### src/rtl/trap_pkg.sv
// trap_pkg
// Shared definitions for the machine-mode trap controller: CSR addresses,
// trap cause codes, CSR write/set/clear encodings, controller FSM states and
// the CSR read-modify-write helper.
package trap_pkg;

  localparam logic [11:0] CSR_MSTATUS  = 12'h300;
  localparam logic [11:0] CSR_MIE      = 12'h304;
  localparam logic [11:0] CSR_MTVEC    = 12'h305;
  localparam logic [11:0] CSR_MSCRATCH = 12'h340;
  localparam logic [11:0] CSR_MEPC     = 12'h341;
  localparam logic [11:0] CSR_MCAUSE   = 12'h342;
  localparam logic [11:0] CSR_MTVAL    = 12'h343;
  localparam logic [11:0] CSR_MIP      = 12'h344;

  localparam logic [1:0] WSC_READ  = 2'b00;
  localparam logic [1:0] WSC_WRITE = 2'b01;
  localparam logic [1:0] WSC_SET   = 2'b10;
  localparam logic [1:0] WSC_CLEAR = 2'b11;

  localparam logic [31:0] CAUSE_ILLEGAL     = 32'd2;
  localparam logic [31:0] CAUSE_ECALL_M     = 32'd11;
  localparam logic [31:0] CAUSE_LOAD_FAULT  = 32'd5;
  localparam logic [31:0] CAUSE_STORE_FAULT = 32'd7;
  localparam logic [31:0] CAUSE_IRQ_FLAG    = 32'h8000_0000;
  // External line i maps to interrupt cause / mip / mie bit 16+i.
  localparam logic [31:0] IRQ_CAUSE_BASE    = 32'd16;

  typedef enum logic {
    ST_RUN    = 1'b0,
    ST_SETTLE = 1'b1
  } trap_state_e;

  // New CSR value for a write/set/clear, computed from the current read value.
  function automatic logic [31:0] wsc_apply(input logic [1:0]  mode,
                                            input logic [31:0] old_val,
                                            input logic [31:0] wdata);
    logic [31:0] res;
    case (mode)
      WSC_WRITE: res = wdata;
      WSC_SET:   res = old_val | wdata;
      WSC_CLEAR: res = old_val & ~wdata;
      default:   res = old_val;
    endcase
    return res;
  endfunction

endpackage

### src/rtl/trap_csr_file.sv
// trap_csr_file
// The eight machine-mode CSRs with their field masking, the combinational
// read mux and the write/set/clear path. Trap entry and mret are applied as
// strobes; the caller has already resolved precedence, so at most one of
// i_trap / i_mret / i_csr_we is meaningful in a cycle (checked in that order).
// Ports:
//   clk, rst            clock, synchronous active-high reset
//   i_csr_we            commit a CSR write/set/clear this edge
//   i_csr_mode          write/set/clear encoding
//   i_csr_addr          CSR address (also drives the read mux)
//   i_csr_wdata         write operand
//   o_csr_rdata         combinational read data
//   i_mip_irq           sampled interrupt lines (mip source)
//   i_trap              trap entry strobe with i_trap_epc/cause/tval
//   i_mret              mret strobe
//   o_mstatus_mie       mstatus.MIE
//   o_mie_mask          mie enable bits, one per line
//   o_mtvec, o_mepc     trap vector and exception PC as read
module trap_csr_file
  import trap_pkg::*;
#(
  parameter int XLEN     = 32,
  parameter int NUM_IRQ  = 4,
  parameter int VECTORED = 1
) (
  input  logic               clk,
  input  logic               rst,
  input  logic               i_csr_we,
  input  logic [1:0]         i_csr_mode,
  input  logic [11:0]        i_csr_addr,
  input  logic [XLEN-1:0]    i_csr_wdata,
  output logic [XLEN-1:0]    o_csr_rdata,
  input  logic [NUM_IRQ-1:0] i_mip_irq,
  input  logic               i_trap,
  input  logic [XLEN-1:0]    i_trap_epc,
  input  logic [XLEN-1:0]    i_trap_cause,
  input  logic [XLEN-1:0]    i_trap_tval,
  input  logic               i_mret,
  output logic               o_mstatus_mie,
  output logic [NUM_IRQ-1:0] o_mie_mask,
  output logic [XLEN-1:0]    o_mtvec,
  output logic [XLEN-1:0]    o_mepc
);

  logic               r_mstatus_mie;
  logic               r_mstatus_mpie;
  logic [NUM_IRQ-1:0] r_mie;
  logic [XLEN-1:2]    r_mtvec_base;
  logic [1:0]         r_mtvec_mode;
  logic [XLEN-1:0]    r_mscratch;
  logic [XLEN-1:2]    r_mepc;
  logic [XLEN-1:0]    r_mcause;
  logic [XLEN-1:0]    r_mtval;

  logic [XLEN-1:0]    w_mstatus;
  logic [XLEN-1:0]    w_mie_word;
  logic [XLEN-1:0]    w_mip_word;
  logic [XLEN-1:0]    w_rdata;
  logic [XLEN-1:0]    w_wval;

  // Architectural views of the packed fields; MPP is hardwired to M-mode.
  always_comb begin
    w_mstatus        = '0;
    w_mstatus[12:11] = 2'b11;
    w_mstatus[7]     = r_mstatus_mpie;
    w_mstatus[3]     = r_mstatus_mie;
    w_mie_word       = '0;
    w_mie_word[16 +: NUM_IRQ] = r_mie;
    w_mip_word       = '0;
    w_mip_word[16 +: NUM_IRQ] = i_mip_irq;
  end

  always_comb begin
    case (i_csr_addr)
      CSR_MSTATUS:  w_rdata = w_mstatus;
      CSR_MIE:      w_rdata = w_mie_word;
      CSR_MTVEC:    w_rdata = {r_mtvec_base, r_mtvec_mode};
      CSR_MSCRATCH: w_rdata = r_mscratch;
      CSR_MEPC:     w_rdata = {r_mepc, 2'b00};
      CSR_MCAUSE:   w_rdata = r_mcause;
      CSR_MTVAL:    w_rdata = r_mtval;
      CSR_MIP:      w_rdata = w_mip_word;
      default:      w_rdata = '0;
    endcase
  end

  // Set/clear operate on the masked read value, so unimplemented bits stay 0.
  assign w_wval = wsc_apply(i_csr_mode, w_rdata, i_csr_wdata);

  always_ff @(posedge clk) begin
    if (rst) begin
      r_mstatus_mie  <= 1'b0;
      r_mstatus_mpie <= 1'b0;
      r_mie          <= '0;
      r_mtvec_base   <= '0;
      r_mtvec_mode   <= 2'b00;
      r_mscratch     <= '0;
      r_mepc         <= '0;
      r_mcause       <= '0;
      r_mtval        <= '0;
    end else if (i_trap) begin
      r_mepc         <= i_trap_epc[XLEN-1:2];
      r_mcause       <= i_trap_cause;
      r_mtval        <= i_trap_tval;
      r_mstatus_mpie <= r_mstatus_mie;
      r_mstatus_mie  <= 1'b0;
    end else if (i_mret) begin
      r_mstatus_mie  <= r_mstatus_mpie;
      r_mstatus_mpie <= 1'b1;
    end else if (i_csr_we) begin
      case (i_csr_addr)
        CSR_MSTATUS: begin
          r_mstatus_mie  <= w_wval[3];
          r_mstatus_mpie <= w_wval[7];
        end
        CSR_MIE:      r_mie <= w_wval[16 +: NUM_IRQ];
        CSR_MTVEC: begin
          r_mtvec_base <= w_wval[XLEN-1:2];
          // WARL: only vectored mode survives, and only when built in.
          r_mtvec_mode <= ((VECTORED != 0) && (w_wval[1:0] == 2'b01)) ? 2'b01 : 2'b00;
        end
        CSR_MSCRATCH: r_mscratch <= w_wval;
        CSR_MEPC:     r_mepc     <= w_wval[XLEN-1:2];
        CSR_MCAUSE:   r_mcause   <= w_wval;
        CSR_MTVAL:    r_mtval    <= w_wval;
        default: ;
      endcase
    end
  end

  assign o_csr_rdata   = w_rdata;
  assign o_mstatus_mie = r_mstatus_mie;
  assign o_mie_mask    = r_mie;
  assign o_mtvec       = {r_mtvec_base, r_mtvec_mode};
  assign o_mepc        = {r_mepc, 2'b00};

endmodule

### src/rtl/trap_ctrl.sv
// trap_ctrl
// Machine-mode trap controller beside the MEM stage. Prioritises synchronous
// exceptions over interrupts, samples the level interrupt lines, sequences
// RUN/SETTLE and drives the PC redirect and pipeline flushes
// combinationally from the same-cycle inputs.
// Ports:
//   clk, rst                      clock, synchronous active-high reset
//   csr_rw/csr_wsc_mode/csr_addr/csr_wdata/csr_rdata   CSR access from MEM
//   irq                           level interrupt requests
//   illegal_inst, ecall_m, l_access_fault, s_access_fault   exception flags
//   inst_word, fault_addr         mtval sources
//   mret                          MRET in MEM
//   epc_cur, epc_next             PC of MEM instruction and its successor
//   pc_redirect, redirect_valid   redirect to the IF PC mux
//   flush_fd/de/em/mw, regwrite_cancel   pipeline kill controls
module trap_ctrl
  import trap_pkg::*;
#(
  parameter int XLEN     = 32,
  parameter int NUM_IRQ  = 4,
  parameter int VECTORED = 1
) (
  input  logic               clk,
  input  logic               rst,
  input  logic               csr_rw,
  input  logic [1:0]         csr_wsc_mode,
  input  logic [11:0]        csr_addr,
  input  logic [XLEN-1:0]    csr_wdata,
  output logic [XLEN-1:0]    csr_rdata,
  input  logic [NUM_IRQ-1:0] irq,
  input  logic               illegal_inst,
  input  logic               ecall_m,
  input  logic               l_access_fault,
  input  logic               s_access_fault,
  input  logic [31:0]        inst_word,
  input  logic [XLEN-1:0]    fault_addr,
  input  logic               mret,
  input  logic [XLEN-1:0]    epc_cur,
  input  logic [XLEN-1:0]    epc_next,
  output logic [XLEN-1:0]    pc_redirect,
  output logic               redirect_valid,
  output logic               flush_fd,
  output logic               flush_de,
  output logic               flush_em,
  output logic               flush_mw,
  output logic               regwrite_cancel
);

  trap_state_e        r_state;
  trap_state_e        w_state_nxt;
  logic [NUM_IRQ-1:0] r_irq_smp;

  logic               w_mstatus_mie;
  logic [NUM_IRQ-1:0] w_mie_mask;
  logic [XLEN-1:0]    w_mtvec;
  logic [XLEN-1:0]    w_mepc;
  logic [XLEN-1:0]    w_base;

  logic               w_exc;
  logic               w_exc_take;
  logic [NUM_IRQ-1:0] w_irq_act;
  logic [4:0]         w_irq_idx;
  logic               w_irq_take;
  logic               w_trap;
  logic               w_mret_take;
  logic               w_csr_we;
  logic [XLEN-1:0]    w_cause;
  logic [XLEN-1:0]    w_tval;
  logic               w_unused_epc_next;

  // Traps always resume at the faulting/interrupted instruction via epc_cur.
  assign w_unused_epc_next = ^epc_next;

  assign w_exc      = illegal_inst | ecall_m | l_access_fault | s_access_fault;
  assign w_irq_act  = r_irq_smp & w_mie_mask;
  // Reset gates every action so nothing commits or redirects during rst.
  assign w_exc_take = !rst && w_exc;
  assign w_irq_take = !rst && !w_exc && w_mstatus_mie && (|w_irq_act)
                      && (r_state == ST_RUN);
  assign w_trap      = w_exc_take | w_irq_take;
  assign w_mret_take = !rst && mret && !w_trap;
  assign w_csr_we    = !rst && csr_rw && (csr_wsc_mode != WSC_READ)
                       && !w_trap && !mret;

  // Lowest pending enabled line wins.
  always_comb begin
    w_irq_idx = '0;
    for (int i = NUM_IRQ - 1; i >= 0; i--) begin
      if (w_irq_act[i]) w_irq_idx = 5'(i);
    end
  end

  always_comb begin
    w_cause = '0;
    w_tval  = '0;
    if (illegal_inst) begin
      w_cause = CAUSE_ILLEGAL;
      w_tval  = inst_word;
    end else if (ecall_m) begin
      w_cause = CAUSE_ECALL_M;
    end else if (l_access_fault) begin
      w_cause = CAUSE_LOAD_FAULT;
      w_tval  = fault_addr;
    end else if (s_access_fault) begin
      w_cause = CAUSE_STORE_FAULT;
      w_tval  = fault_addr;
    end else begin
      w_cause = CAUSE_IRQ_FLAG | (IRQ_CAUSE_BASE + {27'b0, w_irq_idx});
    end
  end

  assign w_base = {w_mtvec[XLEN-1:2], 2'b00};

  always_comb begin
    redirect_valid  = 1'b0;
    pc_redirect     = '0;
    regwrite_cancel = 1'b0;
    if (w_trap) begin
      redirect_valid  = 1'b1;
      regwrite_cancel = 1'b1;
      pc_redirect     = w_base;
      if (!w_exc_take && (w_mtvec[1:0] == 2'b01))
        pc_redirect = w_base + ((IRQ_CAUSE_BASE + {27'b0, w_irq_idx}) << 2);
    end else if (w_mret_take) begin
      redirect_valid = 1'b1;
      pc_redirect    = w_mepc;
    end
  end

  assign flush_fd = redirect_valid;
  assign flush_de = redirect_valid;
  assign flush_em = redirect_valid;
  assign flush_mw = redirect_valid;

  always_ff @(posedge clk) begin
    if (rst) r_irq_smp <= '0;
    else     r_irq_smp <= irq;
  end

  always_ff @(posedge clk) begin
    if (rst) r_state <= ST_RUN;
    else     r_state <= w_state_nxt;
  end

  // SETTLE masks interrupts for one cycle after any redirect.
  always_comb begin
    w_state_nxt = r_state;
    case (r_state)
      ST_RUN:    if (w_trap || w_mret_take) w_state_nxt = ST_SETTLE;
      ST_SETTLE: w_state_nxt = ST_RUN;
      default:   w_state_nxt = ST_RUN;
    endcase
  end

  trap_csr_file #(
    .XLEN     (XLEN),
    .NUM_IRQ  (NUM_IRQ),
    .VECTORED (VECTORED)
  ) u_csr (
    .clk           (clk),
    .rst           (rst),
    .i_csr_we      (w_csr_we),
    .i_csr_mode    (csr_wsc_mode),
    .i_csr_addr    (csr_addr),
    .i_csr_wdata   (csr_wdata),
    .o_csr_rdata   (csr_rdata),
    .i_mip_irq     (r_irq_smp),
    .i_trap        (w_trap),
    .i_trap_epc    (epc_cur),
    .i_trap_cause  (w_cause),
    .i_trap_tval   (w_tval),
    .i_mret        (w_mret_take),
    .o_mstatus_mie (w_mstatus_mie),
    .o_mie_mask    (w_mie_mask),
    .o_mtvec       (w_mtvec),
    .o_mepc        (w_mepc)
  );

endmodule

### config.mk
export PLATFORM = sky130hd
export DESIGN_NAME = trap_ctrl
export DESIGN_NICKNAME = d
export VERILOG_FILES = /design/src/rtl/trap_pkg.sv /design/src/rtl/trap_csr_file.sv /design/src/rtl/trap_ctrl.sv
export SDC_FILE = /design/constraint.sdc
export NUM_CORES = 1
export LEC_CHECK = 0
export CAP_MARGIN = 20
export CORE_MARGIN = 4
export CORE_UTILIZATION = 40
export CTS_BUF_LIST = sky130_fd_sc_hd__clkbuf_8 sky130_fd_sc_hd__clkbuf_16
export CTS_CLUSTER_DIAMETER = 80
export DETAILED_ROUTE_END_ITERATION = 8
export PLACE_DENSITY = 0.81
export SYNTH_ARGS = -nofsm -noshare
export SYNTH_HDL_FRONTEND = slang
export SYNTH_SLANG_ARGS = --single-unit
### constraint.sdc
create_clock -name clk -period 3.05 [get_ports clk]
set_input_delay 0.61 -clock clk [delete_from_list [all_inputs] [get_ports clk]]
set_output_delay 0.61 -clock clk [all_outputs]
set_load 0.05 [all_outputs]
# After elaboration in Yosys (flattened, before gate mapping)
# Cells that the tools add are included.
# op_classes
addsub	2
multipliers	0
n_div	0
order_cmp	0
n_eq_ne	14
n_shift	0
mux	42
n_bitwise	11
n_reduce_logical	37
# op_table
cell	n
32-bit 2-to-1 mux	19
32-bit one-hot mux with 8 select lines	1
30-bit 2-to-1 mux	4
12-bit by 10-bit == test with 1-bit output, second input constant	8
32-bit one-hot mux with 3 select lines	1
32-bit by 8-bit adder with 32-bit output	1
32-bit AND	1
32-bit inverter	1
32-bit bitwise OR	1
2-bit nonzero test	7
1-bit logical AND	12
1-bit 2-to-1 mux	12
4-bit AND reduction	3
3-bit AND reduction	3
5-bit by 5-bit adder with 6-bit output, first input constant	1
2-bit by 1-bit == test with 1-bit output, second input constant	3
2-bit 2-to-1 mux	3
3-bit nonzero test	2
1-bit logical NOT	5
5-bit 2-to-1 mux	1
4-bit AND	1
2-bit == test, second input constant	2
1-bit bitwise OR	4
2-bit AND reduction	2
6 further kinds	8
# word_totals
reg_bits	169
latch_bits	0
mem_bits_rw	0
romBits	0
inputBits	186
out_inout_bits	70
wordCells	117
n_memories	0

# Depth between registers and ports, before layout
# Gate-level depths: netlist (run 1).
# depth
depth_word	15
mapped_depth	12

# Cells and area by module
# From an unflattened synthesis (run 1), not the netlist that was laid out.
# unflattened
cells_unflattened	1394
hier_area_um2	11069.4
# modules_own_cells
mod	n_inst	cells_per_inst	area_per_inst_um2
trap_csr_file	1	1143	9381.5
trap_ctrl	1	251	1687.9

# Least setup slack after synthesis (run 1)
# No wires, ideal clock.
# synth_path
path_kind	reg-to-output
startpoint	register r_irq_smp[1]
endpoint	output pc_redirect[26]
t_arrival_ps	3396
required_time_ps	2440
setup_slack_ps	-956
stages_incl_launch_ff	11
path_cell_list	dfxtp_1 > a22oi_1 > nor2b_1 > inv_1 > fa_1 > and3b_1 > nor2_1 > nor3_1 > nand3_1 > xor2_1 > o21ai_0
# synth_between
elab_chain_len	9
elab_cells_between_ends	14
classes_between	add/sub: 2; mux: 5; bitwise: 2; reduce/logical: 5
# synth_lines
item	line_no	text
from (decl)	trap_ctrl.sv:51	logic [NUM_IRQ-1:0] r_irq_smp;
from (signal assigned)	trap_ctrl.sv:137	else r_irq_smp <= irq;
4-bit AND *	trap_ctrl.sv:75	assign w_irq_act = r_irq_smp & w_mie_mask;
parallel branches: the longest is 7 deep, another holds 32-bit by 8-bit adder with 32-bit output	n/a	
32-bit 2-to-1 mux *	trap_ctrl.sv:118	if (w_trap) begin
to (decl)	trap_ctrl.sv:40	output logic [XLEN-1:0] pc_redirect,
# Every way passes the cells marked *.

# Worst setup path in the final report (run 1)
# layout_path
startpoint	register r_irq_smp[2]
endpoint	output pc_redirect[12]
# layout_between
elab_chain_len	9
elab_cells_between_ends	15
classes_between	add/sub: 2; mux: 6; bitwise: 2; reduce/logical: 5
# layout_lines
item	line_no
4-bit AND *	trap_ctrl.sv:75
parallel branches: the longest is 7 deep, another holds 32-bit by 8-bit adder with 32-bit output	n/a
32-bit 2-to-1 mux *	trap_ctrl.sv:118
# Marked as above.

==> results of run 1 <==
## per-layer routing
layer	vias to the layer above	wire length, µm	GRT usage, %
li1	5333	-	-
met1	5769	16300	38.0
met2	1091	20700	51.0
met3	291	6180	6.75
met4	0	3460	16.8
met5	-	0	0
## final cells by class
| cell class | count | area, µm² | area share (%) |
|---|---|---|---|
| well taps | 319 | 399 | 2.49 |
| flip-flops and latches | 168 | 3370 | 21.0 |
| multi-input cells | 933 | 6710 | 41.9 |
| clock buffers | 17 | 425 | 2.65 |
| inverters | 18 | 75.1 | 0.468 |
| repair buffers | 440 | 4890 | 30.5 |
| clock inverters | 15 | 158 | 0.983 |
| diodes | 1 | 2.50 | 0.0156 |
## flip-flops by register name, indices dropped and copies added (netlist names)
register	count
u_csr.r_mcause	32
u_csr.r_mscratch	32
u_csr.r_mtval	32
u_csr.r_mepc	30
u_csr.r_mtvec_base	30
r_irq_smp	4
u_csr.o_mie_mask	4
r_state	1
u_csr.o_mstatus_mie	1
u_csr.r_mstatus_mpie	1
u_csr.r_mtvec_mode	1
## final timing paths
path / startpoint / end / slack, ns
worst max-delay path: r_irq_smp[2] / pc_redirect[12] / -0.81
worst min-delay path: u_csr.r_mcause[22] / u_csr.r_mcause[22] / 0.46
worst max register to register: u_csr.o_mie_mask[3] / u_csr.r_mscratch[25] / 0.35
worst min register to register: u_csr.r_mcause[22] / u_csr.r_mcause[22] / 0.46
## kinds of logic after synthesis
family | share of synthesized area (%)
compound gates | 32.8
simple gates | 18.7
flops | 34.4
buf+inv | 5.64
mux | 4.70
xor+xnor | 3.23
fa+ha+maj | 0.461
other cells | 0.0384
## stage by stage
step,instances,setup WS (ns)
6_report,1911,-0.814
5_1_grt,1911,-0.885
4_1_cts,1898,-0.627
3_5_place_dp,1851,-0.676
3_3_place_gp,1851,-0.784
2_1_floorplan,1237,-0.252
## critical path: stages (launching register included)
cell and delay [ns]:
dfxtp_2 0.33, nand2_2 0.07, a32oi_2 0.12, a21oi_2 0.20
ha_2 0.23, inv_2 0.04, fa_2 0.36, and3b_2 0.29
nor2_4 0.08, buf_6 0.16, nor2_4 0.22, nand4_1 0.15
xor2_1 0.18, o21ai_2 0.22, buf_12 0.17
## where the power goes
part	internal, mW	switching, mW
combinational	0.506	0.542
clock	1.16	1.03
sequential	2.26	0.0588
## cell usage after synthesis (all sizes together), types with 7 or more instances
| library cell | number | area share [%] |
|---|---|---|
| dfxtp | 168 | 34 |
| o21ai | 166 | 8.5 |
| nand2 | 108 | 4.2 |
| a21oi | 102 | 5.2 |
| clkbuf | 91 | 3.5 |
| a22oi | 90 | 6.9 |
| nand3 | 48 | 2.5 |
| nor2 | 42 | 1.6 |
| a31oi | 30 | 1.9 |
| mux2i | 29 | 3.0 |
| nand3b | 28 | 2.2 |
| buf | 27 | 1.4 |
| o22ai | 25 | 1.6 |
| or2 | 25 | 1.6 |
| a32o | 24 | 2.5 |
| a22o | 22 | 2.0 |
| xnor2 | 19 | 1.7 |
| inv | 18 | 0.69 |
| xor2 | 17 | 1.5 |
| a211oi | 15 | 1.2 |
| nor2b | 13 | 0.83 |
| nor4 | 12 | 1.1 |
| nand4 | 11 | 0.70 |
| nor3 | 11 | 0.62 |
| and3 | 10 | 0.64 |
| a32oi | 8 | 0.72 |
| mux2 | 7 | 0.81 |
| nand2b | 7 | 0.45 |
## timing repair
action	CTS	global route
hold endpoints to repair	0	0
buffers inserted	13	15
resized for setup	92	88
setup endpoints to repair	68	60
pin swaps	39	46
gates cloned	2	2
==> summary.md, run 1 <==
| Metric | Value |
|---|---|
| Tot GR Track Use | 31.1% |
| Peak supply drop | 0.378 mV |
| Final count of pins violating max slew | 0 |
| IO Port Bufs | 219 |
| Async S/R FF share, synth | 0% |
| Fill cells | 1680 |
| Final WL | 46700 µm |
| Syn-to-layout area delta | 64.2% |
| Die height | 164 µm |
| Total Power | 5.55 mW |
| Vias | 12484 |
| Hold depth | 2 |
| Ys flop type | dfxtp_1 |
| Vias in the first global route | 11858 |
| Share of layout cells above drive strength 1 | 31.7% |
| Final Hold Viols | 0 |
| Crit Path Class | reg2out |
| Initial antenna violation count | 1 |
| Die W | 164 µm |
| Final clock skew | 0.0109 ns |
| Clock sink count | 168 |
| Pwr dens | 346 mW/mm² |
| CTS tree | yes |
| Number of synthesized flops with an enable pin | 0 |
| TNS Setup | -16.37 ns |
| Crit end category | output port |
| Max-Cap Viols | 0 |
| Worst-margin pin slew | 0.712 ns |
| Mean post-synth cell area | 7.90 µm² |
| Leakage dissipation | 5.91 nW |
| Commonest non-fill, non-tap cell in the layout | buf_4 |
| Failing checks | negative setup slack |
| Most frequent cells in the layout | 179 x buf_4, 161 x dfxtp_1, 137 x clkdlybuf4s50_1 |
| Fin area | 0.0160 mm² |
| Netlist cell types | 69 |
| First-pass GRT wire length | 65700 µm |
| Seq/Total Area, Yosys | 34.4% |
| Worst-Skew Late Latency | 0.43 ns |
| Core ar. | 0.0238 mm² |
| Gr ovfl total | 0 |
| Worst min-delay path class | reg2reg |
| Status | complete, but fails checks |
| Worst-case clock buffer depth | 2 |
| Yosys reg bits | 168 |
| R2r worst-path depth | 9 |
| Remaining DRCs | 0 |
| Final ANT Viol Nets | 0 |
| Worst-path maximum fanout | 4 |
| Die area | 0.0270 mm² |
| Drt wl/cell | 24.4 µm |
| Clock transition at path regs | 0.07 ns |
| DR vias/cell | 6.53 |
| Number of I/O pins | 256 |
| Yosys warnings | 0 |
| Row cnt | 56 |
| Critical Path AT | 3.25 ns |
| Highest Clock Rate | 0.259 GHz |
| Final period util | 127% |
| CTS Buf Count | 17 |
| Startpoint types | flop |
| Post-Synthesis Cells | 1236 |
| Unrepaired setup endpoints after global routing | yes |
| H-tree depth | 4 |
| Synth Cell Area | 0.00976 mm² |
| Final setup violation count | 31 |
| Worst setup margin | -0.814 ns |
| Starting Density | 41.1% |
| Drt first pass iters | 9 |
| Final Core Density | 67.5% |
| Layout Nets | 1767 |
| Root Buffer Master | clkbuf_16 |
| Placed Area | 0.0144 mm² |
| Worst Path Required | 2.44 ns |
| GPL Wtd Cong | 0.954 |
| Worst hold slack | 0.456 ns |
| Largest net degree at the start of global routing | 61 |
| Slew Limit Headroom | 52.3% |
| Post-DP HPWL | 30700 µm |
| Hold buffer count at CTS | 0 |
| Final min period | 3.86 ns |
| Initial DRC count | 1613 |
Power figures use the tool's default switching activity.
==> run 2, diff against run 1 <==
--- a/config.mk
+++ b/config.mk
@@ -5,7 +5,7 @@
 export SDC_FILE = /design/constraint.sdc
 export NUM_CORES = 1
 export LEC_CHECK = 0
-export CAP_MARGIN = 20
+export CAP_MARGIN = 30
 export CORE_MARGIN = 4
 export CORE_UTILIZATION = 40
 export CTS_BUF_LIST = sky130_fd_sc_hd__clkbuf_8 sky130_fd_sc_hd__clkbuf_16
==> results of run 2 <==
Same layout as run 1: the final DEF is identical, and so are final timing and power.
